<file path="src/rtl/vote_ballot_encoder.sv">
// Ballot input unit: synchronises and debounces candidate buttons, enforces
// one vote per officer arming, and keeps saturating per-candidate tallies.
module vote_ballot_encoder #(
  parameter int NUM_CAND  = 3,
  parameter int CNT_W     = 10,
  parameter int MAX_COUNT = 999,
  parameter int DEB_CYC   = 4
) (
  input  logic                      CLK,
  input  logic                      reset,
  input  logic                      open_ballot,
  input  logic [NUM_CAND-1:0]       btn,
  output logic                      ready,
  output logic                      vote_valid,
  output logic [1:0]                vote_id,
  output logic                      multi_err,
  output logic [NUM_CAND*CNT_W-1:0] tally
);

  // Counter only needs to reach DEB_CYC-1 before the level flips.
  localparam int DW = (DEB_CYC > 2) ? $clog2(DEB_CYC) : 1;

  typedef enum logic [1:0] {
    LOCKED   = 2'd0,
    ARMED    = 2'd1,
    RECORD   = 2'd2,
    WAIT_REL = 2'd3
  } state_t;

  state_t              state, state_nx;
  logic [NUM_CAND-1:0] btn_p0, btn_p1;
  logic [NUM_CAND-1:0] deb_p2;
  logic [DW-1:0]       dcnt [NUM_CAND];
  logic [2:0]          n_press;
  logic [1:0]          sel_idx;
  logic                take_vote;
  logic                multi_hit;
  logic                multi_seen;

  // Stage p0/p1: two-flop synchroniser for the asynchronous buttons.
  always_ff @(posedge CLK or negedge reset) begin
    if (!reset) begin
      btn_p0 <= '0;
      btn_p1 <= '0;
    end else begin
      btn_p0 <= btn;
      btn_p1 <= btn_p0;
    end
  end

  // Stage p2: accept a new level only after DEB_CYC consecutive differing samples.
  always_ff @(posedge CLK or negedge reset) begin
    if (!reset) begin
      deb_p2 <= '0;
      for (int i = 0; i < NUM_CAND; i++) dcnt[i] <= '0;
    end else begin
      for (int i = 0; i < NUM_CAND; i++) begin
        if (btn_p1[i] != deb_p2[i]) begin
          if (dcnt[i] == DW'(DEB_CYC - 1)) begin
            deb_p2[i] <= btn_p1[i];
            dcnt[i]   <= '0;
          end else begin
            dcnt[i] <= dcnt[i] + 1'b1;
          end
        end else begin
          dcnt[i] <= '0;
        end
      end
    end
  end

  // Count pressed buttons and pick the index of the (last) pressed one.
  always_comb begin
    n_press = 3'd0;
    sel_idx = 2'd0;
    for (int i = 0; i < NUM_CAND; i++) begin
      if (deb_p2[i]) begin
        n_press = n_press + 3'd1;
        sel_idx = 2'(i);
      end
    end
  end

  // Ballot state register.
  always_ff @(posedge CLK or negedge reset) begin
    if (!reset) state <= LOCKED;
    else        state <= state_nx;
  end

  // Next state and per-state outputs; the vote is taken on the ARMED->RECORD edge
  // so the tally changes on the same edge vote_valid rises.
  always_comb begin
    state_nx   = state;
    ready      = 1'b0;
    vote_valid = 1'b0;
    take_vote  = 1'b0;
    multi_hit  = 1'b0;
    case (state)
      LOCKED: begin
        if (open_ballot && (n_press == 3'd0)) state_nx = ARMED;
      end
      ARMED: begin
        ready = 1'b1;
        if (n_press == 3'd1) begin
          state_nx  = RECORD;
          take_vote = 1'b1;
        end else if ((n_press > 3'd1) && !multi_seen) begin
          multi_hit = 1'b1;
        end
      end
      RECORD: begin
        vote_valid = 1'b1;
        state_nx   = WAIT_REL;
      end
      WAIT_REL: begin
        if (n_press == 3'd0) state_nx = LOCKED;
      end
      default: state_nx = LOCKED;
    endcase
  end

  // Vote capture, saturating tallies and the one-shot multi-press flag.
  always_ff @(posedge CLK or negedge reset) begin
    if (!reset) begin
      tally      <= '0;
      vote_id    <= 2'd0;
      multi_err  <= 1'b0;
      multi_seen <= 1'b0;
    end else begin
      multi_err <= multi_hit;
      if (multi_hit)
        multi_seen <= 1'b1;
      else if (n_press == 3'd0)
        multi_seen <= 1'b0;
      if (take_vote) vote_id <= sel_idx;
      for (int i = 0; i < NUM_CAND; i++) begin
        if (take_vote && (sel_idx == 2'(i)) &&
            (tally[i*CNT_W +: CNT_W] != CNT_W'(MAX_COUNT)))
          tally[i*CNT_W +: CNT_W] <= tally[i*CNT_W +: CNT_W] + 1'b1;
      end
    end
  end

endmodule

</file>
<file path="config.mk">
export PLATFORM = sky130hd
export DESIGN_NAME = vote_ballot_encoder
export DESIGN_NICKNAME = d
export VERILOG_FILES = /design/src/rtl/vote_ballot_encoder.sv
export SDC_FILE = /design/constraint.sdc
export NUM_CORES = 1
export LEC_CHECK = 0
export ABC_CLOCK_PERIOD_IN_PS = 2300
export CAP_MARGIN = 20
export CORE_ASPECT_RATIO = 1.1
export CORE_MARGIN = 2
export CORE_UTILIZATION = 47
export DETAILED_ROUTE_END_ITERATION = 6
export HOLD_SLACK_MARGIN = 0.05
export PLACE_DENSITY = 0.75
export SYNTH_ARGS = -nofsm -noshare
export SYNTH_HDL_FRONTEND = slang
export SYNTH_SLANG_ARGS = --single-unit
</file>
<file path="constraint.sdc">
create_clock -name CLK -period 2.3 [get_ports CLK]
set_input_delay 0.575 -clock CLK [delete_from_list [all_inputs] [get_ports CLK]]
set_output_delay 0.575 -clock CLK [all_outputs]
set_load 0.03 [all_outputs]
</file>
==> flow_summary.json, run 1 <==
{
  "seq_area_frac_synth_pct": 54.8,
  "io-pin-count": 41,
  "grt_first_pass_wirelength_microns": 7100,
  "place.port_buffers": 40,
  "layout.cells.most_common": "dfrtp_1",
  "clock_sinks": 51,
  "main_flop_type_after_synthesis": "dfrtp_1",
  "report.final.hold_viol_count": 0,
  "cell_int_power_mw": 2.17,
  "clk_transition_reported_paths_ps": 90,
  "clock_latency_on_the_worst_skew_pair_ps": 300,
  "max_clock_freq_mhz": 453,
  "overall_die_area_sq_um": 5530,
  "antenna_violations_before_repair": 0,
  "worst-setup-path-type": "reg -> reg",
  "total_inserted_antenna_cells": 0,
  "dp_cells": 298,
  "via_per_inst": 5.07,
  "flops_latches_synth": 51,
  "die_height_microns": 77.8,
  "route.vias.total": 1555,
  "detailedPlace.worstSlack_ps": 77.6,
  "netSwitchingFraction_pct": 35.2,
  "min-delay-path-class": "in -> async",
  "antenna_violating_nets_post_route": 0,
  "synth-async-reset-ratio_pct": 100,
  "post-route-drc-count": 0,
  "final.setup.tns_ps": 0,
  "maximum_clock_skew_at_final_layout_ps": 7.72,
  "ys.warnings.count": 0,
  "critical_path.endpoint_type": "register",
  "postSynthNetCount": 213,
  "power.static_leakage_nw": 1.40,
  "area_growth_syn_to_layout_pct": 30.2,
  "layout.nets": 270,
  "clockBufferDepth": 2,
  "min_period_over_period_pct": 96.0,
  "synthCells": 193,
  "track_usage_pct": 16.2,
  "post_route_cells_drive_above_1_share_pct": 16.7,
  "post_synth_num_cell_types": 33,
  "finish.cell_count_without_fillers": 307,
  "outcome": "complete, no violations",
  "whs_ps": 322,
  "cts_tree": "done",
  "critical_path.max_fanout": 4,
  "start_util_pct": 49.3,
  "drt-pass1-iter-count": 4,
  "grt_pass1_vias": 1567,
  "worstPathArrival_ps": 2440,
  "grt_overflow_total": 0,
  "setup_viol": 0,
  "netlist_area_sq_um": 2330,
  "htree_num_levels": 2,
  "seq_power_share_pct": 36.7,
  "worst-r2r-cell-count": 8,
  "syn-mean-instance-area_sq_um": 12.1,
  "layout.core_utilization_pct": 64.2,
  "routed_wire_length_per_instance_microns": 13.4,
  "maxCapViolations": 0,
  "mostFrequentLayoutCells": "dfrtp_1, clkdlybuf4s50_1, xnor2_1",
  "clock-root-buffer": "clkbuf_8",
  "slew-limit-headroom_pct": 50.6,
  "tritoncts.num_buffers": 5,
  "p_clk_share_pct": 21.6,
  "gp_congestion": 0.769,
  "tightestPinTransition_ps": 740,
  "worstSetupStartpointType": "register",
  "final_period_minus_worst_setup_slack_ps": 2210,
  "fin_ws_ps": 93.1,
  "proportion_of_power_drawn_by_combinational_gates_pct": 41.8,
  "place_hpwl_microns": 2940,
  "critical_path_required_ps": 2530,
  "drt-total-wl_microns": 4110,
  "power.density_cell_area_nw_per_um2": 1110,
  "floorplan.core_area_sq_um": 4720,
  "p_switching_mw": 1.18,
  "drt_iter0_drc": 35,
  "grt_max_degree": 36,
  "synth_enable_flop_cells": 0,
  "cts_hold_buf": 0,
  "worst_ir_drop_vdd_mv": 0.807,
  "report.final.slew_viol_count": 0,
  "placement_rows": 26,
  "die_w_microns": 71.1
}
==> power groups by stage <==
stage	clock [mW]	combinational (mW)	sequential, mW
floorplan	0	0.768	1.39
global placement	0	1.35	1.24
detailed placement	0	1.39	1.24
CTS	0.738	1.39	1.23
global route	0.784	1.55	1.25
finish	0.723	1.40	1.23
==> flip-flops by register name (all words and copies together) (netlist names) <==
| register | cells |
|---|---|
| tally | 30 |
| dcnt | 6 |
| btn_p0 | 3 |
| btn_p1 | 3 |
| deb_p2 | 3 |
| state | 2 |
| vote_id | 2 |
| multi_err | 1 |
| multi_seen | 1 |
==> synthesized netlist by cell type (2+ instances only) <==
library cell | n | area share, %
dfrtp_1 | 51 | 55
mux2_2 | 3 | 1.5
inv_1 | 9 | 1.5
o21ai_0 | 7 | 1.5
nand2b_1 | 5 | 1.3
nand3_1 | 6 | 1.3
nand2_1 | 18 | 2.9
xnor2_1 | 20 | 7.5
nor2b_1 | 4 | 1.1
nor3_2 | 2 | 0.86
xor2_1 | 10 | 3.8
nor3_1 | 7 | 1.5
nand4_1 | 9 | 2.4
ha_1 | 13 | 7.0
nor2_1 | 7 | 1.1
and3_1 | 5 | 1.3
==> cells by family (layout without fill, tap and decap cells) <==
| family | Yosys count | count (layout) | synth area share [%] |
|---|---|---|---|
| adders and majority gates | 14 | 14 | 7.85 |
| DFF | 51 | 51 | 54.8 |
| buffers and inverters | 10 | 68 | 1.67 |
| AOI/OAI and AO/OA | 13 | 13 | 4.89 |
| and+or+nand+nor | 70 | 70 | 16.9 |
| muxes | 5 | 5 | 2.53 |
| xor gates and xnor gates | 30 | 30 | 11.3 |
==> worst max-delay path: stages, from the launching register on <==
cell	delay, ps
dfrtp_1	380
inv_1	100
fa_2	480
nor4b_4	280
buf_4	170
and4_4	240
nand2_2	90
nor3_2	220
xor2_1	160
==> worst paths after layout <==
check	from	end	slack [ps]
max	deb_p2[1]	tally[9]	90
min	reset	tally[25]	320
max reg2reg	deb_p2[1]	tally[9]	90
min reg2reg	btn_p0[1]	btn_p1[1]	360
max in group asynchronous	reset	state[0]	1330
min in group CLK	btn_p0[1]	btn_p1[1]	360
==> layer usage <==
layer,global-route usage (%),vias up,part of all wire (%)
li1,-,779,-
met1,22.6,743,48
met3,3.90,5,3.4
met2,24.7,28,47
met4,5.85,0,1.6
met5,0,-,0
==> area by class of cell <==
cell class	count	area, sq um
clock buffer	5	68.8
clock inverter	3	67.6
fill	366	1690
inverter	9	33.8
multi-input combinational	132	1030
sequential	51	1280
tap	56	70.1
timing repair buffer	51	479
==> per-stage QoR <==
stage	total power, mW	cell area [sq um]
after global placement	2.59	2860
after CTS	3.36	3000
after detailed placement	2.63	2860
after floorplan	2.16	2330
final	3.35	3030
after global routing	3.59	3030
==> what timing repair did <==
action,CTS,global route
endpoints found under the setup margin,1,19
setup buffers,0,1
pin swaps,0,4
gates resized for setup,1,10
(Power assumes the default switching activity.)
==> run 2, diff against run 1 <==
SLEW_MARGIN = 30   (was unset)
==> results of run 2 <==
The final DEF is identical to that of run 1; final timing and power are the same.
